[config.mk]
export PLATFORM = sky130hd
export DESIGN_NAME = instr_loader
export DESIGN_NICKNAME = d
export VERILOG_FILES = /design/src/rtl/instr_loader_pkg.sv /design/src/rtl/instr_loader_nibble_assembler.sv /design/src/rtl/instr_loader.sv
export SDC_FILE = /design/constraint.sdc
export NUM_CORES = 1
export LEC_CHECK = 0
export CAP_MARGIN = 40
export CELL_PAD_IN_SITES_DETAIL_PLACEMENT = 1
export CELL_PAD_IN_SITES_GLOBAL_PLACEMENT = 1
export CORE_ASPECT_RATIO = 0.75
export CORE_UTILIZATION = 30
export DETAILED_ROUTE_END_ITERATION = 7
export GPL_TIMING_DRIVEN = 0
export HOLD_SLACK_MARGIN = 0.03
export PLACE_DENSITY_LB_ADDON = 0.1
export SLEW_MARGIN = 10
export SYNTH_ARGS = -nofsm -noshare
export SYNTH_HDL_FRONTEND = slang
export SYNTH_SLANG_ARGS = --single-unit
[constraint.sdc]
create_clock -name clk -period 2.3 [get_ports clk]
set_input_delay 0.345 -clock clk [delete_from_list [all_inputs] [get_ports clk]]
set_output_delay 0.345 -clock clk [all_outputs]
set_load 0.02 [all_outputs]
[src/rtl/instr_loader_pkg.sv]
// rtl/instr_loader_pkg.sv - shared types and defaults for the instruction loader
//
// Purpose : Holds the loader FSM state type, the default address and word
//           widths, and a helper that converts a word width into hex digits.
// Ports   : none (package loader_pkg)
// Config  : LOADER_WRAP_EN (used by instr_loader) selects wrap-around
//           addressing instead of saturating at FULL.
package loader_pkg;

  localparam int ADDR_W_DEF = 7;
  localparam int DATA_W_DEF = 16;

  typedef enum logic [1:0] {
    ST_IDLE  = 2'd0,
    ST_ENTRY = 2'd1,
    ST_WRITE = 2'd2,
    ST_FULL  = 2'd3
  } state_t;

  // Number of hex digits that make up one word.
  function automatic int digits_of(input int data_w);
    return data_w / 4;
  endfunction

endpackage

[src/rtl/instr_loader_nibble_assembler.sv]
// rtl/instr_loader_nibble_assembler.sv - hex digit shift register for word entry
//
// Purpose : Collects hex digits MSB first into a partial word and counts them.
//           The completing digit wraps the 2-bit count back to 0, so the
//           count reads 0 while a finished word waits to be written.
// Ports   : clk, reset      clock and synchronous active-high reset
//           clr             clear entry and count (priority over shift_en)
//           shift_en        shift nibble into the LSBs, bump the count
//           nibble[3:0]     digit value
//           entry           partial word (for display)
//           digit_cnt[1:0]  digits entered into the current word
//           last_digit      the next shift completes the word
//           next_word       value entry takes after the next shift
// Config  : none
module nibble_assembler
  import loader_pkg::*;
#(
  parameter int DATA_W = DATA_W_DEF
) (
  input  logic              clk,
  input  logic              reset,
  input  logic              clr,
  input  logic              shift_en,
  input  logic [3:0]        nibble,
  output logic [DATA_W-1:0] entry,
  output logic [1:0]        digit_cnt,
  output logic              last_digit,
  output logic [DATA_W-1:0] next_word
);

  // The count is two bits wide, so words of up to four digits are supported.
  localparam int DIGITS = digits_of(DATA_W);

  assign next_word  = {entry[DATA_W-5:0], nibble};
  assign last_digit = (digit_cnt == 2'(DIGITS - 1));

  always_ff @(posedge clk) begin
    if (reset || clr) begin
      entry     <= '0;
      digit_cnt <= 2'd0;
    end else if (shift_en) begin
      entry     <= next_word;
      digit_cnt <= last_digit ? 2'd0 : digit_cnt + 2'd1;
    end
  end

endmodule

[src/rtl/instr_loader.sv]
// rtl/instr_loader.sv - hex keypad loader that writes words into instruction memory
//
// Purpose : While load is high, hex digits arriving on strobe are assembled
//           into words; each completed word is written to instruction memory
//           with a wr_req/wr_ack handshake at an auto-incrementing address.
// Ports   : clk, reset          clock and synchronous active-high reset
//           load                entry-mode level enable
//           strobe, nibble[3:0] one-cycle digit entry pulse and value
//           addr_clr            one-cycle pulse rewinding the address to 0
//           wr_ack              memory acknowledge of the pending write
//           wr_req, wr_addr,    write request, address and data
//           wr_data
//           entry, digit_cnt    partial word and digit count for display
//           full                last address has been written
// Config  : LOADER_WRAP_EN - when defined, the address wraps from all-ones
//           to 0 and full never asserts.
module instr_loader
  import loader_pkg::*;
#(
  parameter int ADDR_W = ADDR_W_DEF,
  parameter int DATA_W = DATA_W_DEF
) (
  input  logic              clk,
  input  logic              reset,
  input  logic              load,
  input  logic              strobe,
  input  logic [3:0]        nibble,
  input  logic              addr_clr,
  input  logic              wr_ack,
  output logic              wr_req,
  output logic [ADDR_W-1:0] wr_addr,
  output logic [DATA_W-1:0] wr_data,
  output logic [DATA_W-1:0] entry,
  output logic [1:0]        digit_cnt,
  output logic              full
);

  state_t            state;
  logic              shift_en;
  logic              asm_clr;
  logic              last_digit;
  logic [DATA_W-1:0] next_word;

  nibble_assembler #(.DATA_W(DATA_W)) u_asm (
    .clk        (clk),
    .reset      (reset),
    .clr        (asm_clr),
    .shift_en   (shift_en),
    .nibble     (nibble),
    .entry      (entry),
    .digit_cnt  (digit_cnt),
    .last_digit (last_digit),
    .next_word  (next_word)
  );

  // Assembler controls. Digits are only taken in ENTRY with load still high;
  // the completed word stays visible on entry until the write is acked.
  always_comb begin
    shift_en = 1'b0;
    asm_clr  = 1'b0;
    case (state)
      ST_ENTRY: begin
        if (addr_clr || !load) asm_clr  = 1'b1;
        else                   shift_en = strobe;
      end
      ST_WRITE: asm_clr = wr_ack;
      default:  asm_clr = addr_clr;
    endcase
  end

  always_ff @(posedge clk) begin
    if (reset) begin
      state   <= ST_IDLE;
      wr_req  <= 1'b0;
      wr_addr <= '0;
      wr_data <= '0;
      full    <= 1'b0;
    end else begin
      case (state)
        ST_IDLE: begin
          if (addr_clr) begin
            wr_addr <= '0;
            full    <= 1'b0;
          end else if (load) begin
            state <= ST_ENTRY;
          end
        end

        ST_ENTRY: begin
          if (addr_clr) begin
            wr_addr <= '0;
            full    <= 1'b0;
            state   <= ST_IDLE;
          end else if (!load) begin
            state <= ST_IDLE;
          end else if (strobe && last_digit) begin
            wr_data <= next_word;
            wr_req  <= 1'b1;
            state   <= ST_WRITE;
          end
        end

        // Address, data and request are frozen here; only wr_ack moves on.
        // A load drop does not abort the write, it only picks the exit state.
        ST_WRITE: begin
          if (wr_ack) begin
            wr_req <= 1'b0;
`ifdef LOADER_WRAP_EN
            wr_addr <= wr_addr + 1'b1;
            state   <= load ? ST_ENTRY : ST_IDLE;
`else
            if (&wr_addr) begin
              full  <= 1'b1;
              state <= ST_FULL;
            end else begin
              wr_addr <= wr_addr + 1'b1;
              state   <= load ? ST_ENTRY : ST_IDLE;
            end
`endif
          end
        end

        ST_FULL: begin
          if (addr_clr) begin
            wr_addr <= '0;
            full    <= 1'b0;
            state   <= ST_IDLE;
          end
        end

        default: state <= ST_IDLE;
      endcase
    end
  end

endmodule

==> impl_metrics.ini <==
[final_layout]
fillers = 708
layout_overhead_on_the_synthesized_area_pct = 38.6
ant_diodes = 0
design.final.nets = 308
final_layout_size_suffix_gt1_share_pct = 6.16
final_core_util_pct = 43.8
final_area_um2 = 2590

[power]
cellPowerDensity_nw_per_um2 = 571
p_comb_share_pct = 7.6
p_leak_nw = 0.853
power.share.switching_pct = 22.6
clock_power_share_pct = 39.1
p_seq_share_pct = 53.3
ir_drop_mv = 0.245
cell_internal_pwr_w = 0.00115
power_switching_w = 0.000335

[synthesis]
post-synth-top-area-cell = sky130_fd_sc_hd__dfxtp_1
yosys.cell_types.count = 35
synth_sequential_area_ratio_pct = 48.2
ys_dominant_reg_cell = sky130_fd_sc_hd__dfxtp_1
yosysTopAreaCellShare_pct = 48.2
post_synth_and_or_nand_nor_area_fraction_pct = 22.9
postSynthRegisterBits = 45
net_count_after_synthesis = 249
synthTopCellsByArea = sky130_fd_sc_hd__dfxtp_1 48%, sky130_fd_sc_hd__nand2_1 15%, sky130_fd_sc_hd__a21oi_1 12%
synth_adder_area_share_pct = 4.01
combinational_family_with_the_most_area_after_synthesis = simple AND/OR/NAND/NOR gates
mappedNetlistArea_um2 = 1870
synth_xor_area_share_pct = 0
synth-compound-area-share_pct = 19.4
async_flop_share_pct = 0
synthesis.instances = 233
fraction_of_synthesized_area_in_multiplexers_pct = 1.20
syn_area_per_cell_um2 = 8.03
synthesis.yosys.warnings = 0
number_of_enable_flip_flop_cells_after_synthesis = 0

[cts]
clockRootBuffer = sky130_fd_sc_hd__clkbuf_8
cts_htree_levels = 2
clock_insertion_delay_worst_skew_ns = 0.30
cts_resized = 0
postCtsSetupBuffers = 0
ctsLongestPathBuffers = 2
worst_setup_hold_path_clk_slew_ns = 0.09
cts.sink_count = 45
tritoncts.num_buffers = 5
postCtsHoldBufs = 0
cts_tree = done

[setup_path]
critPathMaxStageDelay_ns = 0.34
worst_ep_required_time_ns = 2.49
critical_path_peak_fanout = 10
crit_path_arrival_time_ns = 2.19
timing.critical_path.buf_inv = 2
path_cells = inv_1 -> ha_1 -> nand2_1 -> and3b_1 -> o21bai_2 -> buf_2 -> a21oi_1
setup.worst_path.end_class = flip-flop
family_with_the_most_delay_on_the_worst_path = buffers and inverters
path_class = flip-flop to flip-flop
worst_path_max_delay_cell = sky130_fd_sc_hd__dfxtp_1
setup.worst_path.start_class = flip-flop

[timing]
report.final.hold_viol_count = 0
final_max_slew_viol_count = 0
maxSlewHeadroom_pct = 64.3
slew_of_the_pin_with_the_lowest_slew_margin_ns = 0.536
layout_worst_path_cycle_share_pct = 86.9
max_freq_ghz = 0.501
final.setup_skew_ns = 0.00885
fin_setup_tns_ns = 0
finalCriticalPeriod_ns = 2.00
unrepaired_setup_endpoints_after_global_routing = no
setup_viol = 0

[detailed_routing]
post-route-drc-count = 0
via_count = 1822
drt_iter0_drc = 73
antenna_left = 0
routed_wl_mm = 5.34
route.detailed.wl_per_inst_um = 14.4
drt-pass1-iter-count = 4
via_per_inst = 4.92

[grt]
number_of_antenna_violations_at_the_first_check_in_global_routing = 0
grt_start_max_net_pins = 14
total_grt_usage_pct = 18.1
grt_first_pass_wirelength_mm = 9.13
global_route.overflow_total = 0
grt_pass1_vias = 1833

[place]
gp_routability_congestion = 0.732
half_perimeter_wire_length_after_detailed_placement_mm = 4.00
numPortBuffers = 52
detailed_place.area_um2 = 2490

[min_path]
hold_path_class = flip-flop to flip-flop

[die]
vert_die_dim_um = 70.4
core_area_um2 = 5920
io_count = 53
die-width_um = 93.2
die_area_um2 = 6560
placement_rows = 24
initial_utilization_pct = 31.6

[outcome]
status = finished, final reports clean

[run]
maxCapViolations = 0
==> logic make-up (layout without fill, tap and decap cells) <==
logic type,count (synthesis),count (layout)
adder cells (fa/ha/maj),6,6
multiplexers,2,2
buffers and inverters,17,76
AND/OR/NAND/NOR,101,101
flip-flops,45,45
AO/OA/AOI/OAI,62,62
==> layout by cell type (no fill, tap or decap), types with 2 or more instances in the layout <==
cell                              Yosys  routed
sky130_fd_sc_hd__a21oi_1             44      44
sky130_fd_sc_hd__and3b_1              2       2
sky130_fd_sc_hd__buf_4                4       4
sky130_fd_sc_hd__clkbuf_1             5       5
sky130_fd_sc_hd__clkbuf_8             0       5
sky130_fd_sc_hd__clkdlybuf4s50_1      0      52
sky130_fd_sc_hd__dfxtp_1             45      45
sky130_fd_sc_hd__ha_1                 6       6
sky130_fd_sc_hd__inv_1                7       7
sky130_fd_sc_hd__mux2_2               2       2
sky130_fd_sc_hd__nand2_1             77      77
sky130_fd_sc_hd__nand3_1              4       4
sky130_fd_sc_hd__nand4b_1             2       2
sky130_fd_sc_hd__nor2_1               7       7
sky130_fd_sc_hd__nor2b_1              2       2
sky130_fd_sc_hd__nor3_1               2       2
sky130_fd_sc_hd__o21ai_0              4       4
==> metal layers <==
metal  vias up  track usage (%)  part of all wire (%)
met1       869             25.4                    50
li1        904                -                     -
met5         -                0                     0
met3         3             5.12                   4.7
met4         0             3.08                  0.36
met2        46             27.7                    44
==> layout make-up <==
type	count	area, um^2	share of cell area [%]
flip-flops and latches	45	901	34.7
multi-input cells	171	890	34.3
repair buffers	52	520	20.1
well taps	78	97.6	3.76
clock buffers	5	68.8	2.65
plain buffers	10	53.8	2.08
clock inverters	2	35.0	1.35
inverters	7	26.3	1.01
==> worst reg2reg max path: stages (launching register included) <==
cell	delay, ns
sky130_fd_sc_hd__dfxtp_1	0.34
sky130_fd_sc_hd__inv_1	0.11
sky130_fd_sc_hd__ha_1	0.32
sky130_fd_sc_hd__nand2_1	0.18
sky130_fd_sc_hd__and3b_1	0.23
sky130_fd_sc_hd__o21bai_2	0.34
sky130_fd_sc_hd__buf_2	0.31
sky130_fd_sc_hd__a21oi_1	0.07
==> flip-flops by register name, summed over array words and instances (netlist names) <==
signal,count
full,1
state,2
u_asm.digit_cnt,2
u_asm.entry,16
wr_addr,7
wr_data,16
wr_req,1
==> Yosys cell counts, drive strengths merged (2+ instances only) <==
master,instances
a21oi,44
dfxtp,45
clkbuf,5
o21bai,2
nor2,8
nor3,2
and3b,2
nand4b,2
inv,7
nor2b,2
buf,5
nand2,77
o21ai,4
nand3,4
mux2,2
ha,6
==> power by group through the flow <==
stage	Clock, W	Combinational [W]	Sequential, W
floorplan	0	0.0000631	0.000809
finish	0.000579	0.000112	0.000789
global placement	0	0.000111	0.000807
global route	0.000645	0.000125	0.000790
CTS	0.000604	0.000113	0.000789
detailed placement	0	0.000112	0.000808
==> stage by stage <==
step / setup slack, ns / instances / hold slack (ns) / power [W]
after global placement: 0.155 / 363 / 0.442 / 0.000918
after global routing: 0.149 / 370 / 0.478 / 0.00156
after CTS: 0.279 / 370 / 0.462 / 0.00151
after floorplan: 0.639 / 233 / 0.417 / 0.000872
after detailed placement: 0.0768 / 363 / 0.449 / 0.000920
final: 0.302 / 370 / 0.459 / 0.00148
==> worst paths after layout <==
check,startpoint,endpoint,slack [ns],cells after the start
worst max-delay path,state[0],u_asm.entry[8],0.30,7
worst min-delay path,wr_data[9],wr_data[9],0.46,2
worst max register to register,state[0],u_asm.entry[8],0.30,7
worst min register to register,wr_data[9],wr_data[9],0.46,2
Power figures use the tool's default switching activity.
